===== src/rtl/fib_pkg.sv =====
// Shared definitions for the fibonacci sequencer: default data width,
// controller state encoding and a saturating 8-bit increment.
package fib_pkg;

   localparam int FIB_WIDTH = 16;

   typedef enum logic [3:0] {
      ST_IDLE,
      ST_CLR,
      ST_GAP,
      ST_ISSUE,
      ST_WAIT,
      ST_CHECK,
      ST_HOLD,
      ST_ADV,
      ST_DONE
   } fib_seq_state_t;

   function automatic logic [7:0] sat_inc8(input logic [7:0] v);
      return (v == 8'hFF) ? v : v + 8'd1;
   endfunction

endpackage


===== src/rtl/fib_sequencer_if.sv =====
// Request/response link between the sequencer (master) and one
// fibonacci core (slave).
interface fib_sequencer_if
   import fib_pkg::*;
#(
   parameter int WIDTH = FIB_WIDTH
);
   logic             core_clr;
   logic [WIDTH-1:0] req_n;
   logic             req_start;
   logic [WIDTH-1:0] rsp_data;
   logic             rsp_done;

   modport master (
      output core_clr, req_n, req_start,
      input  rsp_data, rsp_done
   );

   modport slave (
      input  core_clr, req_n, req_start,
      output rsp_data, rsp_done
   );
endinterface


===== src/rtl/fib_model.sv =====
// Reference fibonacci recurrence; r0 holds F(k) after k advances,
// wrapping modulo 2^WIDTH.
module fib_model
   import fib_pkg::*;
#(
   parameter int WIDTH = FIB_WIDTH
) (
   input  logic             clk,
   input  logic             reset,
   input  logic             clr,
   input  logic             adv,
   output logic [WIDTH-1:0] r0
);
   logic [WIDTH-1:0] r1;

   always_ff @(posedge clk or negedge reset) begin
      if (!reset) begin
         r0 <= '0;
         r1 <= WIDTH'(1);
      end else if (clr) begin
         r0 <= '0;
         r1 <= WIDTH'(1);
      end else if (adv) begin
         r0 <= r1;
         r1 <= r0 + r1;
      end
   end
endmodule


===== src/rtl/fib_sequencer.sv =====
// Drives a fibonacci core through indices 0..num_tests-1 and scores each
// result against fib_model, reporting pass/fail/timeout/latency status.
module fib_sequencer
   import fib_pkg::*;
#(
   parameter int WIDTH       = FIB_WIDTH,
   parameter int TIMEOUT     = 1024,
   parameter int HOLD_CYCLES = 4
) (
   input  logic            clk,
   input  logic            reset,
   input  logic            go,
   input  logic [7:0]      num_tests,
   fib_sequencer_if.master core,
   output logic            busy,
   output logic            finished,
   output logic [7:0]      pass_cnt,
   output logic [7:0]      fail_cnt,
   output logic            timeout_err,
   output logic [7:0]      first_fail_idx,
   output logic [15:0]     last_cycles
);
   fib_seq_state_t   state;
   logic [7:0]       idx;
   logic [7:0]       num_latched;
   logic [7:0]       hold_cnt;
   logic [15:0]      cyc_cnt;
   logic             core_clr_reg;
   logic             req_start_reg;
   logic [WIDTH-1:0] req_n_reg;
   logic             go_accept;
   logic             last_idx;
   logic [WIDTH-1:0] model_r0;

   assign go_accept = go && (state == ST_IDLE || state == ST_DONE);
   assign last_idx  = (({1'b0, idx} + 9'd1) == {1'b0, num_latched});

   assign core.core_clr  = core_clr_reg;
   assign core.req_start = req_start_reg;
   assign core.req_n     = req_n_reg;

   fib_model #(.WIDTH(WIDTH)) u_model (
      .clk   (clk),
      .reset (reset),
      .clr   (go_accept),
      .adv   (state == ST_ADV),
      .r0    (model_r0)
   );

   always_ff @(posedge clk or negedge reset) begin
      if (!reset) begin
         state          <= ST_IDLE;
         core_clr_reg   <= 1'b0;
         req_start_reg  <= 1'b0;
         req_n_reg      <= '0;
         busy           <= 1'b0;
         finished       <= 1'b0;
         pass_cnt       <= '0;
         fail_cnt       <= '0;
         timeout_err    <= 1'b0;
         first_fail_idx <= '0;
         last_cycles    <= '0;
         idx            <= '0;
         num_latched    <= '0;
         hold_cnt       <= '0;
         cyc_cnt        <= '0;
      end else begin
         case (state)
            ST_IDLE, ST_DONE: begin
               if (go) begin
                  pass_cnt       <= '0;
                  fail_cnt       <= '0;
                  timeout_err    <= 1'b0;
                  first_fail_idx <= '0;
                  last_cycles    <= '0;
                  idx            <= '0;
                  num_latched    <= num_tests;
                  if (num_tests == 8'd0) begin
                     state    <= ST_DONE;
                     finished <= 1'b1;
                     busy     <= 1'b0;
                  end else begin
                     state        <= ST_CLR;
                     core_clr_reg <= 1'b1;
                     finished     <= 1'b0;
                     busy         <= 1'b1;
                  end
               end
            end
            ST_CLR: begin
               core_clr_reg <= 1'b0;
               state        <= ST_GAP;
            end
            ST_GAP: begin
               req_start_reg <= 1'b1;
               req_n_reg     <= WIDTH'(idx);
               state         <= ST_ISSUE;
            end
            ST_ISSUE: begin
               req_start_reg <= 1'b0;
               cyc_cnt       <= 16'd1;
               state         <= ST_WAIT;
            end
            ST_WAIT: begin
               if (core.rsp_done) begin
                  last_cycles <= cyc_cnt;
                  state       <= ST_CHECK;
               end else if (cyc_cnt >= 16'(TIMEOUT)) begin
                  timeout_err <= 1'b1;
                  fail_cnt    <= sat_inc8(fail_cnt);
                  if (fail_cnt == 8'd0) first_fail_idx <= idx;
                  hold_cnt    <= 8'(HOLD_CYCLES - 1);
                  state       <= (HOLD_CYCLES == 0) ? ST_ADV : ST_HOLD;
               end else begin
                  cyc_cnt <= cyc_cnt + 16'd1;
               end
            end
            ST_CHECK: begin
               if (core.rsp_data == model_r0) begin
                  pass_cnt <= sat_inc8(pass_cnt);
               end else begin
                  fail_cnt <= sat_inc8(fail_cnt);
                  if (fail_cnt == 8'd0) first_fail_idx <= idx;
               end
               hold_cnt <= 8'(HOLD_CYCLES - 1);
               state    <= (HOLD_CYCLES == 0) ? ST_ADV : ST_HOLD;
            end
            ST_HOLD: begin
               if (hold_cnt == 8'd0) state <= ST_ADV;
               else                  hold_cnt <= hold_cnt - 8'd1;
            end
            ST_ADV: begin
               idx <= idx + 8'd1;
               if (last_idx) begin
                  state    <= ST_DONE;
                  finished <= 1'b1;
                  busy     <= 1'b0;
               end else begin
                  state        <= ST_CLR;
                  core_clr_reg <= 1'b1;
               end
            end
            default: state <= ST_IDLE;
         endcase
      end
   end
endmodule


===== src/flat_wrapper.sv =====
// flat-port wrapper written by rule: the top's interface ports become plain ports
module fib_sequencer_flat import fib_pkg::*;
#(
   parameter int WIDTH       = FIB_WIDTH,
   parameter int TIMEOUT     = 1024,
   parameter int HOLD_CYCLES = 4
)
  (clk, reset, go, num_tests, busy, finished, pass_cnt, fail_cnt, timeout_err, first_fail_idx, last_cycles, core_core_clr, core_req_n, core_req_start, core_rsp_data, core_rsp_done);
  fib_sequencer_if #(.WIDTH(WIDTH)) core_i ();
  input  logic clk;
  input  logic reset;
  input  logic go;
  input  logic [7:0] num_tests;
  output logic busy;
  output logic finished;
  output logic [7:0] pass_cnt;
  output logic [7:0] fail_cnt;
  output logic timeout_err;
  output logic [7:0] first_fail_idx;
  output logic [15:0] last_cycles;
  output wire logic [$bits(core_i.core_clr)-1:0] core_core_clr;
  output wire logic [$bits(core_i.req_n)-1:0] core_req_n;
  output wire logic [$bits(core_i.req_start)-1:0] core_req_start;
  input wire logic [$bits(core_i.rsp_data)-1:0] core_rsp_data;
  input wire logic [$bits(core_i.rsp_done)-1:0] core_rsp_done;
  assign core_core_clr = core_i.core_clr;
  assign core_req_n = core_i.req_n;
  assign core_req_start = core_i.req_start;
  assign core_i.rsp_data = core_rsp_data;
  assign core_i.rsp_done = core_rsp_done;
  fib_sequencer #(.WIDTH(WIDTH), .TIMEOUT(TIMEOUT), .HOLD_CYCLES(HOLD_CYCLES)) u_core (.clk(clk), .reset(reset), .go(go), .num_tests(num_tests), .core(core_i), .busy(busy), .finished(finished), .pass_cnt(pass_cnt), .fail_cnt(fail_cnt), .timeout_err(timeout_err), .first_fail_idx(first_fail_idx), .last_cycles(last_cycles));
endmodule

===== config.mk =====
export PLATFORM = sky130hd
export DESIGN_NAME = fib_sequencer_flat
export DESIGN_NICKNAME = d
export VERILOG_FILES = /design/src/rtl/fib_pkg.sv /design/src/rtl/fib_sequencer_if.sv /design/src/rtl/fib_model.sv /design/src/rtl/fib_sequencer.sv /design/src/flat_wrapper.sv
export SDC_FILE = /design/constraint.sdc
export NUM_CORES = 1
export LEC_CHECK = 0
export ABC_CLOCK_PERIOD_IN_PS = 3750
export CELL_PAD_IN_SITES_DETAIL_PLACEMENT = 1
export CELL_PAD_IN_SITES_GLOBAL_PLACEMENT = 1
export CORE_MARGIN = 10
export CORE_UTILIZATION = 47
export DETAILED_ROUTE_END_ITERATION = 10
export PLACE_DENSITY = 0.84
export REMOVE_ABC_BUFFERS = 1
export SYNTH_ARGS = -nofsm -noshare
export SYNTH_HDL_FRONTEND = slang
export SYNTH_SLANG_ARGS = --single-unit
export TNS_END_PERCENT = 1

===== constraint.sdc =====
create_clock -name clk -period 3.75 [get_ports clk]
set_input_delay 0.375 -clock clk [delete_from_list [all_inputs] [get_ports clk]]
set_output_delay 0.375 -clock clk [all_outputs]
set_load 0.02 [all_outputs]

==> results of run 1 <==
==> worst register-to-register path: stages, from the launching register on <==
cell and delay (ns):
sky130_fd_sc_hd__dfrtp_1 0.68, sky130_fd_sc_hd__and2b_1 0.46, sky130_fd_sc_hd__nand2b_4 0.15, sky130_fd_sc_hd__nor4_1 0.30, sky130_fd_sc_hd__and4_1 0.57, sky130_fd_sc_hd__buf_4 0.31
sky130_fd_sc_hd__nor4_4 0.10, sky130_fd_sc_hd__a22o_1 0.21
==> final timing paths <==
path | from | endpoint | slack [ns]
setup / recovery | u_core.state[2]$_DFFE_PN0P_ | u_core.first_fail_idx[0]$_DFFE_PN0P_ | 0.86
hold / removal | reset | u_core.fail_cnt[4]$_DFFE_PN0P_ | -0.03
setup reg to reg | u_core.state[2]$_DFFE_PN0P_ | u_core.first_fail_idx[0]$_DFFE_PN0P_ | 0.86
hold reg to reg | u_core.last_cycles[8]$_DFFE_PN0P_ | u_core.last_cycles[8]$_DFFE_PN0P_ | 0.48
max in group asynchronous | reset | u_core.num_latched[5]$_DFFE_PN0P_ | 2.90
min in group clk | u_core.last_cycles[8]$_DFFE_PN0P_ | u_core.last_cycles[8]$_DFFE_PN0P_ | 0.48
==> cell families after synthesis <==
kind of cell | after synthesis | share of synthesized area (%)
and+or+nand+nor | 280 | 20.15
xor gates and xnor gates | 51 | 6.370
muxes | 16 | 2.427
other | 1 | 0.05348
DFF | 129 | 46.06
adders and majority gates | 24 | 4.390
buffers and inverters | 58 | 4.015
AOI/OAI and AO/OA | 172 | 16.54
==> area by class of cell <==
cell class / count / area share (%)
Clock buffer: 20 / 5.235
Sequential cell: 129 / 37.84
Multi-Input combinational cell: 551 / 41.36
Inverter: 17 / 0.7478
Clock inverter: 11 / 1.906
Tap cell: 184 / 2.698
Timing Repair Buffer: 88 / 10.21
==> placed cells by master, fill, tap and decap left out, types with 6 or more instances in the layout <==
cell	count
sky130_fd_sc_hd__or3_1	8
sky130_fd_sc_hd__a31oi_1	6
sky130_fd_sc_hd__buf_4	8
sky130_fd_sc_hd__clkbuf_16	17
sky130_fd_sc_hd__nand2_1	115
sky130_fd_sc_hd__mux2_2	8
sky130_fd_sc_hd__o31ai_1	9
sky130_fd_sc_hd__nand3_1	14
sky130_fd_sc_hd__conb_1	8
sky130_fd_sc_hd__nor2_1	55
sky130_fd_sc_hd__ha_1	23
sky130_fd_sc_hd__mux2i_1	8
sky130_fd_sc_hd__a21oi_1	30
sky130_fd_sc_hd__clkdlybuf4s50_1	79
sky130_fd_sc_hd__and3_1	7
sky130_fd_sc_hd__dfrtp_1	128
sky130_fd_sc_hd__nand2b_1	10
sky130_fd_sc_hd__a22o_1	26
sky130_fd_sc_hd__xor2_1	21
sky130_fd_sc_hd__o21ai_0	53
sky130_fd_sc_hd__nand4_1	13
sky130_fd_sc_hd__nor3_1	14
sky130_fd_sc_hd__inv_1	17
sky130_fd_sc_hd__nor2b_1	6
sky130_fd_sc_hd__xnor2_1	30
==> layer usage <==
layer / vias up / global-route usage, %
li1: 2722 / -
met1: 3035 / 24.53
met2: 140 / 34.25
met3: 45 / 5.307
met4: 0 / 9.198
met5: - / 0
==> power groups by stage <==
stage / Combinational (W) / Clock, W / Sequential (W)
2_1_floorplan: 0.00122 / 0 / 0.00206
3_3_place_gp: 0.00179 / 0 / 0.00207
3_5_place_dp: 0.00190 / 0 / 0.00210
4_1_cts: 0.00195 / 0.00177 / 0.00208
5_1_grt: 0.00215 / 0.00183 / 0.00213
6_report: 0.00194 / 0.00175 / 0.00209
==> through the flow <==
step / instances / worst slack [ns]
floorplan: 697 / 0.8984
global placement: 969 / 1.052
detailed placement: 969 / 0.9329
CTS: 1000 / 0.8991
global route: 1000 / 0.7065
finish: 1000 / 0.8596
==> impl_metrics.csv, run 1 <==
group,metric,value,unit
grt,overflow,0,
floorplan,die_y,142.1,um
final_layout,antenna_cells_inserted,0,
grt,grt_pass1_wl,33.83,mm
timing,hold_viol,12,
route,drtIter0Drc,329,
timing,grt_setup_unrepaired,"false",
setup_path,timing.critical_path.buf_inv,1,
setup_path,endpoint_kind,"flop",
logic_synthesis,number_of_distinct_standard_cells_referenced_by_the_synthesized_netlist,69,
clocking,cts_resized,0,
timing,setup_viol_count_final,0,
setup_path,timing.setup.critical_path_class,"reg2reg",
setup_path,crit_path_max_fanout,14,
placement,place.detailed.hpwl,14.02,mm
timing,final.setup.tns,0,ns
route,drc,0,
logic_synthesis,post-synth-top-count-cell,"sky130_fd_sc_hd__dfrtp_1",
route,first_pass_iters,4,
final_layout,register_area,3229,um2
clocking,clock-root-buffer,"sky130_fd_sc_hd__clkbuf_16",
timing,slew-limit-headroom,40.78,%
floorplan,core_area,14590,um2
logic_synthesis,synth.yosys.seq_area_share,46.06,%
logic_synthesis,number_of_enable_type_register_cells_in_the_synthesized_netlist,0,
setup_path,path_cells,"and2b_1 -> nand2b_4 -> nor4_1 -> and4_1 -> buf_4 -> nor4_4 -> a22o_1",
logic_synthesis,mean_cell_area_of_the_mapped_netlist,9.592,um2
final_layout,drive_above_1_share,8.088,%
power_and_ir_drop,share_seq_of_total_power,36.1,%
clocking,cts.sink_count,129,
worst_hold_path,hold_path.class,"in2async",
timing,share_of_the_clock_period_used_by_the_worst_path,77.08,%
power_and_ir_drop,power_switching,0.002186,W
clocking,tritoncts_clock_tree,"yes",
logic_synthesis,ys_warn_count,0,
logic_synthesis,synth.top_cells.by_area,"sky130_fd_sc_hd__dfrtp_1, sky130_fd_sc_hd__nand2_1, sky130_fd_sc_hd__ha_1",
final_layout,nets,856,
timing,hold-worst-slack,-0.02603,ns
final_layout,core_occupancy_in_the_finished_layout,58.49,%
power_and_ir_drop,power_density,677.2,nW/um2
logic_synthesis,asyncSetResetFlopFracSynth,100.0,%
setup_path,cp-start-kind,"flop",
timing,period_needed,2.890,ns
route,post_drt_via_cell_ratio,5.942,
setup_path,worst_ep_required_time,4.06,ns
setup_path,worst_reg2reg_path_depth,7,
setup_path,critical_path.slowest_cell,"sky130_fd_sc_hd__dfrtp_1",
final_layout,finish.instance_area,8533,um2
logic_synthesis,synthDominantAreaCellType,"sky130_fd_sc_hd__dfrtp_1",
floorplan,chipWidth,142.1,um
clocking,hold_buffers,0,
route,detailroute.wirelength.met3,941,um
power_and_ir_drop,power_switching_share,37.82,%
setup_path,worstPathArrival,3.20,ns
route,detailroute.via_count,5942,
logic_synthesis,synthesis.instances,731,
grt,first_global_vias,6572,
route,average_wire_length_per_cell_after_detail_routing,20.48,um
floorplan,boundaryPins,89,
grt,global_route.usage.total,20.60,%
power_and_ir_drop,ir_worst_vdd,0.0004296,V
clocking,cts.path.max_buffers,2,
clocking,worstSkewPairLatency,0.42,ns
route,route.antenna.remaining_nets,0,
clocking,cts-htree-levels,4,
final_layout,multi_input_comb_area,3530,um2
run,timing.max_cap.violations,0,
placement,port_buffers,80,
final_layout,area_delta_synth_final,21.70,%
logic_synthesis,synth_common_cells,"sky130_fd_sc_hd__dfrtp_1, sky130_fd_sc_hd__nand2_1, sky130_fd_sc_hd__nor2_1, sky130_fd_sc_hd__o21ai_0",
setup_path,path_delay_family,"simple AND/OR/NAND/NOR gates",
power_and_ir_drop,cell_internal_pwr,0.003593,W
timing,tightestPinTransition,0.8834,ns
logic_synthesis,ys_ff_latch,129,
clocking,cts_buffers,17,
power_and_ir_drop,pwr-share-clk,30.3,%
grt,pin_count_of_the_biggest_net_entering_global_routing,82,
power_and_ir_drop,comb_power_share,33.6,%
placement,globalplace.congestion,0.8099,
logic_synthesis,yosys_most_used_dff,"sky130_fd_sc_hd__dfrtp_1",
setup_path,slowest_delay,0.68,ns
timing,final.setup_skew,0.006528,ns
route,maxUsedRoutingLayer,"met4",
timing,finalMaxSlewViolations,0,
floorplan,rows,44,
logic_synthesis,syn_area,7012,um2
route,totalWireLength,20.48,mm
placement,place_area,7924,um2
logic_synthesis,synth.top_cell.area_share,45.68,%
clocking,cts_setup_buffers,0,
floorplan,die_area,20200,um2
power_and_ir_drop,p_leak,3.814,nW
outcome,status,"complete, but fails checks",
outcome,violations,"negative hold slack",
clocking,clock_slew_at_the_register_clock_pins_of_the_worst_setup_and_hold_paths,0.06,ns
final_layout,filler_cell_count,1617,
floorplan,starting_density_of_the_core,48.06,%
timing,maxClockFrequency,0.3460,GHz
power_and_ir_drop,p_total,0.005779,W
route,met2_length,10.19,mm
route,m1WireLength,8.764,mm
setup_path,timing.critical_path.depth,7,
grt,number_of_antenna_violations_at_the_first_check_in_global_routing,0,
(Power assumes the default switching activity.)
==> inputs of run 2 (changes only) <==
- ABC_CLOCK_PERIOD_IN_PS: 3750 -> 2700
- CORE_UTILIZATION: 47 -> 43
- PLACE_DENSITY: 0.84 -> 0.78
- clock period: 3.75 -> 2.7 ns (I/O delays scaled with it)
==> run 2 against run 1 <==
  * Utilization is 4.0 points lower
  * Die area up 8.0%
  * Critical path depth grew 3
  * Clock power is 39% higher
  * The run now ends clean
  * Flip-flop and latch count unchanged
  * Critical endpoint is now u_core.u_model.r1[8]$_DFFE_PN0P_
  * Sequential share of layout area shrank 0.64 points
  * Cell count increased by 4.6%
  * Design area is 1.7% higher
  * Via count down 1.2%
  * Largest cell class unchanged
  * Highest routed layer unchanged
  * Largest power group unchanged
  * Clock skew is 0.00076 ns lower
==> impl_metrics.csv, run 2 (same netlist as run 1, synthesis figures left out) <==
group,metric,value,unit
grt,first_global_vias,6511,
placement,place_ws,0.1643,ns
timing,grt_setup_unrepaired,"false",
clocking,cts.sink_count,129,
grt,overflow,0,
final_layout,most_used_cells_in_the_layout_excluding_fill_and_tap_cells,"sky130_fd_sc_hd__dfrtp_1, sky130_fd_sc_hd__nand2_1, sky130_fd_sc_hd__clkdlybuf4s50_1, sky130_fd_sc_hd__nor2_1, sky130_fd_sc_hd__o21ai_0",
floorplan,core_area,15940,um2
final_layout,nets,869,
clocking,worstSkewPairLatency,0.43,ns
placement,globalplace.congestion,0.8494,
timing,hold_viol,0,
floorplan,die_area,21810,um2
route,first_pass_iters,4,
clocking,clock-root-buffer,"sky130_fd_sc_hd__clkbuf_16",
setup_path,worst_ep_required_time,3.01,ns
run,timing.max_cap.violations,0,
placement,port_buffers,80,
power_and_ir_drop,ir_worst_vdd,0.0006435,V
floorplan,boundaryPins,89,
timing,share_of_the_clock_period_used_by_the_worst_path,93.14,%
timing,period_needed,2.515,ns
final_layout,area_delta_synth_final,23.79,%
clocking,cts-htree-levels,4,
timing,slew-limit-headroom,48.69,%
clocking,cts_buffers,17,
route,detailroute.via_count,5872,
final_layout,filler_cell_count,1822,
worst_hold_path,worstHoldPathCells,3,
timing,final.setup_skew,0.005767,ns
floorplan,chipWidth,147.7,um
timing,finalMaxSlewViolations,0,
grt,global_route.usage.total,19.55,%
power_and_ir_drop,p_total,0.008112,W
final_layout,drive_above_1_share,9.518,%
floorplan,die_y,147.7,um
setup_path,timing.setup.critical_path_class,"reg2reg",
power_and_ir_drop,power_density,934.6,nW/um2
floorplan,rows,46,
route,route.antenna.remaining_nets,0,
clocking,tritoncts_clock_tree,"yes",
clocking,clock_slew_at_the_register_clock_pins_of_the_worst_setup_and_hold_paths,0.06,ns
grt,pin_count_of_the_biggest_net_entering_global_routing,54,
route,drtIter0Drc,285,
setup_path,worstPathArrival,2.83,ns
outcome,status,"finished, final reports clean",
route,drc,0,
setup_path,crit_path_max_fanout,3,
route,average_wire_length_per_cell_after_detail_routing,20.07,um
power_and_ir_drop,p_leak,3.888,nW
setup_path,endpoint_kind,"flop",
timing,hold-worst-slack,0.4052,ns
timing,maxClockFrequency,0.3976,GHz
final_layout,final_common_cell,"sky130_fd_sc_hd__dfrtp_1",
worst_hold_path,hold_path.class,"in2reg",
final_layout,antenna_cells_inserted,0,
route,totalWireLength,21.00,mm
timing,setup_viol_count_final,0,
route,post_drt_via_cell_ratio,5.614,
timing,final.setup.tns,0,ns
timing,setup_ws,0.1851,ns
setup_path,cp-start-kind,"flop",
timing,tightestPinTransition,0.7697,ns
grt,number_of_antenna_violations_at_the_first_check_in_global_routing,0,
grt,grt_pass1_wl,34.95,mm
clocking,cts.path.max_buffers,2,
floorplan,starting_density_of_the_core,43.98,%
setup_path,worst_reg2reg_path_depth,10,
placement,place.detailed.hpwl,14.53,mm
-- run 2: changes by cell type in the layout (fill, tap and decap cells not counted) --
cell,delta
sky130_fd_sc_hd__clkinv_4,+1
sky130_fd_sc_hd__clkinv_2,+1
sky130_fd_sc_hd__clkinvlp_4,-2
sky130_fd_sc_hd__a21boi_1,+1
sky130_fd_sc_hd__a21boi_2,+1
sky130_fd_sc_hd__a21boi_0,-2
sky130_fd_sc_hd__buf_4,+12
sky130_fd_sc_hd__clkbuf_1,+1
sky130_fd_sc_hd__dlygate4sd3_1,+1
-- run 2: worst paths after layout --
| path | endpoint | from | slack [ns] |
|---|---|---|---|
| max in group asynchronous | u_core.state[0]$_DFFE_PN0P_ | reset | 1.36 |
| min reg2reg | u_core.last_cycles[9]$_DFFE_PN0P_ | u_core.last_cycles[9]$_DFFE_PN0P_ | 0.47 |
| max | u_core.u_model.r1[8]$_DFFE_PN0P_ | u_core.u_model.r1[0]$_DFFE_PN1P_ | 0.19 |
| min | u_core.num_latched[0]$_DFFE_PN0P_ | num_tests[0] | 0.41 |
| min in group asynchronous | u_core.fail_cnt[3]$_DFFE_PN0P_ | reset | 0.45 |
| max reg2reg | u_core.u_model.r1[8]$_DFFE_PN0P_ | u_core.u_model.r1[0]$_DFFE_PN1P_ | 0.19 |
-- run 2: what timing repair did --
item                                    CTS  global route
endpoints found under the hold margin    49             0
hold buffers                              1             0
endpoints found under the setup margin    0             3
gates resized for setup                   0             3
setup buffers                             0             0
-- run 2: metal layers --
| metal | global-route usage (%) | routed length [um] |
|---|---|---|
| met1 | 23.31 | 8969 |
| met2 | 34.04 | 10880 |
| met3 | 5.250 | 903 |
| met4 | 5.104 | 241 |
| met5 | 0 | 0 |
-- run 2: power by group --
| group | internal [W] | total (W) | switching, W |
|---|---|---|---|
| Clock | 0.00156 | 0.00244 | 0.000876 |
| Sequential | 0.00235 | 0.00286 | 0.000517 |
| Combinational | 0.00114 | 0.00281 | 0.00167 |
-- run 2: stage by stage --
stage               area, um2  std cells  utilization, %
floorplan                6820        697               -
global placement         8054       1013           50.52
global route             8680       1046           54.44
CTS                      8676       1046           54.42
finish                   8680       1046           54.44
detailed placement       8054       1013           50.52
-- run 2: worst max-delay path: stages (launching register included) --
cell and delay, ns:
sky130_fd_sc_hd__dfstp_2 0.54, sky130_fd_sc_hd__ha_1 0.20, sky130_fd_sc_hd__inv_1 0.07, sky130_fd_sc_hd__fa_1 0.39, sky130_fd_sc_hd__nand2b_1 0.21, sky130_fd_sc_hd__a21oi_1 0.21, sky130_fd_sc_hd__buf_4 0.16, sky130_fd_sc_hd__o211ai_1 0.08
sky130_fd_sc_hd__a21boi_1 0.19, sky130_fd_sc_hd__o21ai_0 0.10, sky130_fd_sc_hd__a32o_1 0.26
-- run 2: area by class of cell --
class                   count  area, um2  area share [%]
inverters                  17      63.81          0.7352
repair buffers            101      970.9           11.19
clock buffers              21      450.4           5.190
multi-input cells         551       3533           40.71
clock inverters            11      161.4           1.860
flip-flops and latches    129       3229           37.21
well taps                 216      270.3           3.114
==> inputs of run 3 (changes only) <==
- PLACE_DENSITY: 0.78 -> 0.79
- SKIP_CTS_REPAIR_TIMING: not set -> 1
==> run 3 against run 2 <==
  * Sequential power is essentially flat
  * Clock skew grew 0.0017 ns
  * Setup slack gained 0.064 ns
  * Highest routed layer unchanged
  * Critical path depth shrank 1
  * Largest power group unchanged
  * Count of clock-buffer cells in the layout grew 1
  * Routed wire length shrank 1.8%
  * Critical path type unchanged
  * Register-to-register slack gained 0.06 ns
  * Sequential share of layout area grew 0.15 points
  * Critical endpoint is now u_core.u_model.r1[10]$_DFFE_PN0P_
  * First-iteration DRC count shrank 2.5%
  * Flip-flop and latch count is the same
==> impl_metrics.csv, run 3 (same netlist as run 1, synthesis figures left out) <==
group,metric,value,unit
final_layout,finish.instance_area,8646,um2
setup_path,crit_path_max_fanout,4,
outcome,status,"finished, final reports clean",
grt,number_of_antenna_violations_at_the_first_check_in_global_routing,0,
route,detailroute.via_count,5873,
floorplan,chipWidth,147.7,um
route,totalWireLength,20.62,mm
clocking,worstSkewPairLatency,0.41,ns
timing,final.setup_skew,0.007478,ns
clocking,cts.sink_count,129,
floorplan,boundaryPins,89,
setup_path,timing.reg2reg.setup_slack,0.25,ns
timing,finalMaxSlewViolations,0,
timing,tightestPinTransition,0.5961,ns
route,drc,0,
setup_path,worst_reg2reg_path_depth,9,
setup_path,cp-start-kind,"flop",
clocking,clock-root-buffer,"sky130_fd_sc_hd__clkbuf_16",
power_and_ir_drop,p_leak,3.866,nW
floorplan,starting_density_of_the_core,43.98,%
setup_path,crit-reg2reg-capture,"u_core.u_model.r1[10]$_DFFE_PN0P_",
route,first_pass_iters,4,
power_and_ir_drop,share_seq_of_total_power,36.0,%
clocking,cts-htree-levels,4,
final_layout,most_used_cells_in_the_layout_excluding_fill_and_tap_cells,"sky130_fd_sc_hd__dfrtp_1, sky130_fd_sc_hd__nand2_1, sky130_fd_sc_hd__clkdlybuf4s50_1, sky130_fd_sc_hd__nor2_1, sky130_fd_sc_hd__o21ai_0",
final_layout,drive_above_1_share,9.212,%
power_and_ir_drop,p_total,0.007949,W
route,post_drt_via_cell_ratio,5.642,
power_and_ir_drop,pwr-share-clk,29.1,%
setup_path,worst_ep_required_time,3.00,ns
final_layout,area_delta_synth_final,23.30,%
floorplan,rows,46,
clocking,cts.path.max_buffers,2,
timing,slew-limit-headroom,59.89,%
floorplan,core_area,15940,um2
grt,global_route.usage.total,19.24,%
final_layout,nets,868,
placement,place.detailed.hpwl,14.67,mm
route,route.antenna.remaining_nets,0,
timing,hold_viol,0,
final_layout,antenna_cells_inserted,0,
worst_hold_path,hold_path.class,"in2async",
placement,place_area,8046,um2
grt,pin_count_of_the_biggest_net_entering_global_routing,49,
timing,grt_setup_unrepaired,"false",
floorplan,die_area,21810,um2
timing,final.setup.tns,0,ns
power_and_ir_drop,ir_worst_vdd,0.0005807,V
floorplan,die_y,147.7,um
setup_path,endpoint_kind,"flop",
final_layout,final_common_cell,"sky130_fd_sc_hd__dfrtp_1",
power_and_ir_drop,power_density,919.4,nW/um2
timing,setup_viol_count_final,0,
timing,maxClockFrequency,0.4079,GHz
timing,share_of_the_clock_period_used_by_the_worst_path,90.79,%
grt,overflow,0,
route,average_wire_length_per_cell_after_detail_routing,19.81,um
clocking,clock_slew_at_the_register_clock_pins_of_the_worst_setup_and_hold_paths,0.06,ns
power_and_ir_drop,power_switching_share,37.30,%
setup_path,worstPathArrival,2.75,ns
grt,first_global_vias,6513,
run,timing.max_cap.violations,0,
power_and_ir_drop,cell_internal_pwr,0.004984,W
power_and_ir_drop,power_switching,0.002965,W
clocking,cts_buffers,17,
placement,globalplace.congestion,0.8680,
placement,port_buffers,80,
clocking,tritoncts_clock_tree,"yes",
power_and_ir_drop,comb_power_share,34.9,%
setup_path,worst_r2r_startpoint,"u_core.u_model.r1[0]$_DFFE_PN1P_",
timing,period_needed,2.451,ns
route,drtIter0Drc,278,
setup_path,timing.setup.critical_path_class,"reg2reg",
grt,grt_pass1_wl,34.50,mm
## run 3: worst max-delay path: stages (launching register included)
cell and delay [ns]:
sky130_fd_sc_hd__dfstp_2 0.54, sky130_fd_sc_hd__ha_1 0.21, sky130_fd_sc_hd__inv_1 0.07, sky130_fd_sc_hd__fa_1 0.37
sky130_fd_sc_hd__nand2b_1 0.20, sky130_fd_sc_hd__a21oi_2 0.22, sky130_fd_sc_hd__o21bai_1 0.12, sky130_fd_sc_hd__a21boi_2 0.22
sky130_fd_sc_hd__o21ai_0 0.13, sky130_fd_sc_hd__a32o_1 0.26
## run 3: final cells by class
cell class / instances / area [um2]
Timing Repair Buffer: 100 / 963.4
Sequential cell: 129 / 3229
Tap cell: 216 / 270.3
Inverter: 17 / 63.81
Clock buffer: 22 / 474.2
Multi-Input combinational cell: 551 / 3537
Clock inverter: 6 / 107.6
Fill cell: 1787 / 7297
## run 3: routing by layer
layer | wire length [um] | up-vias | track usage (%)
met4 | 306 | 0 | 5.401
met3 | 869 | 23 | 5.006
met5 | 0 | - | 0
li1 | - | 2746 | -
met2 | 10540 | 106 | 33.59
met1 | 8911 | 2998 | 22.83
## run 3: worst max-delay path by stage
stage,start,to,slack [ns],cells past startpoint
final,u_core.u_model.r1[0]$_DFFE_PN1P_,u_core.u_model.r1[10]$_DFFE_PN0P_,0.25,9
after global routing,u_core.u_model.r1[0]$_DFFE_PN1P_,u_core.u_model.r1[10]$_DFFE_PN0P_,0.06,9
after CTS,u_core.u_model.r1[0]$_DFFE_PN1P_,u_core.u_model.r1[10]$_DFFE_PN0P_,-0.04,9
after detailed placement,u_core.u_model.r1[0]$_DFFE_PN1P_,u_core.u_model.r1[10]$_DFFE_PN0P_,-0.03,9
after global placement,u_core.u_model.r1[0]$_DFFE_PN1P_,u_core.u_model.r1[10]$_DFFE_PN0P_,0.17,9
after floorplan,u_core.state[1]$_DFFE_PN0P_,u_core.u_model.r1[12]$_DFFE_PN0P_,-0.15,6
## run 3: per-stage QoR
step | util [%] | setup WS (ns) | std cells | hold slack, ns
2_1_floorplan | - | -0.1516 | 697 | -0.02559
3_3_place_gp | 50.47 | 0.1676 | 1012 | 0.2963
3_5_place_dp | 50.47 | -0.02606 | 1012 | 0.3067
4_1_cts | 54.12 | -0.03765 | 1040 | -0.1294
5_1_grt | 54.23 | 0.05744 | 1041 | 0.4426
6_report | 54.23 | 0.2487 | 1041 | 0.4051
## run 3: power by group through the flow
stage                     clock network (W)  logic (W)  registers [W]
final                               0.00231    0.00278        0.00286
after global routing                0.00244    0.00308        0.00292
after CTS                           0.00234    0.00279        0.00286
after detailed placement                  0    0.00274        0.00287
after global placement                    0    0.00258        0.00284
after floorplan                           0    0.00170        0.00286
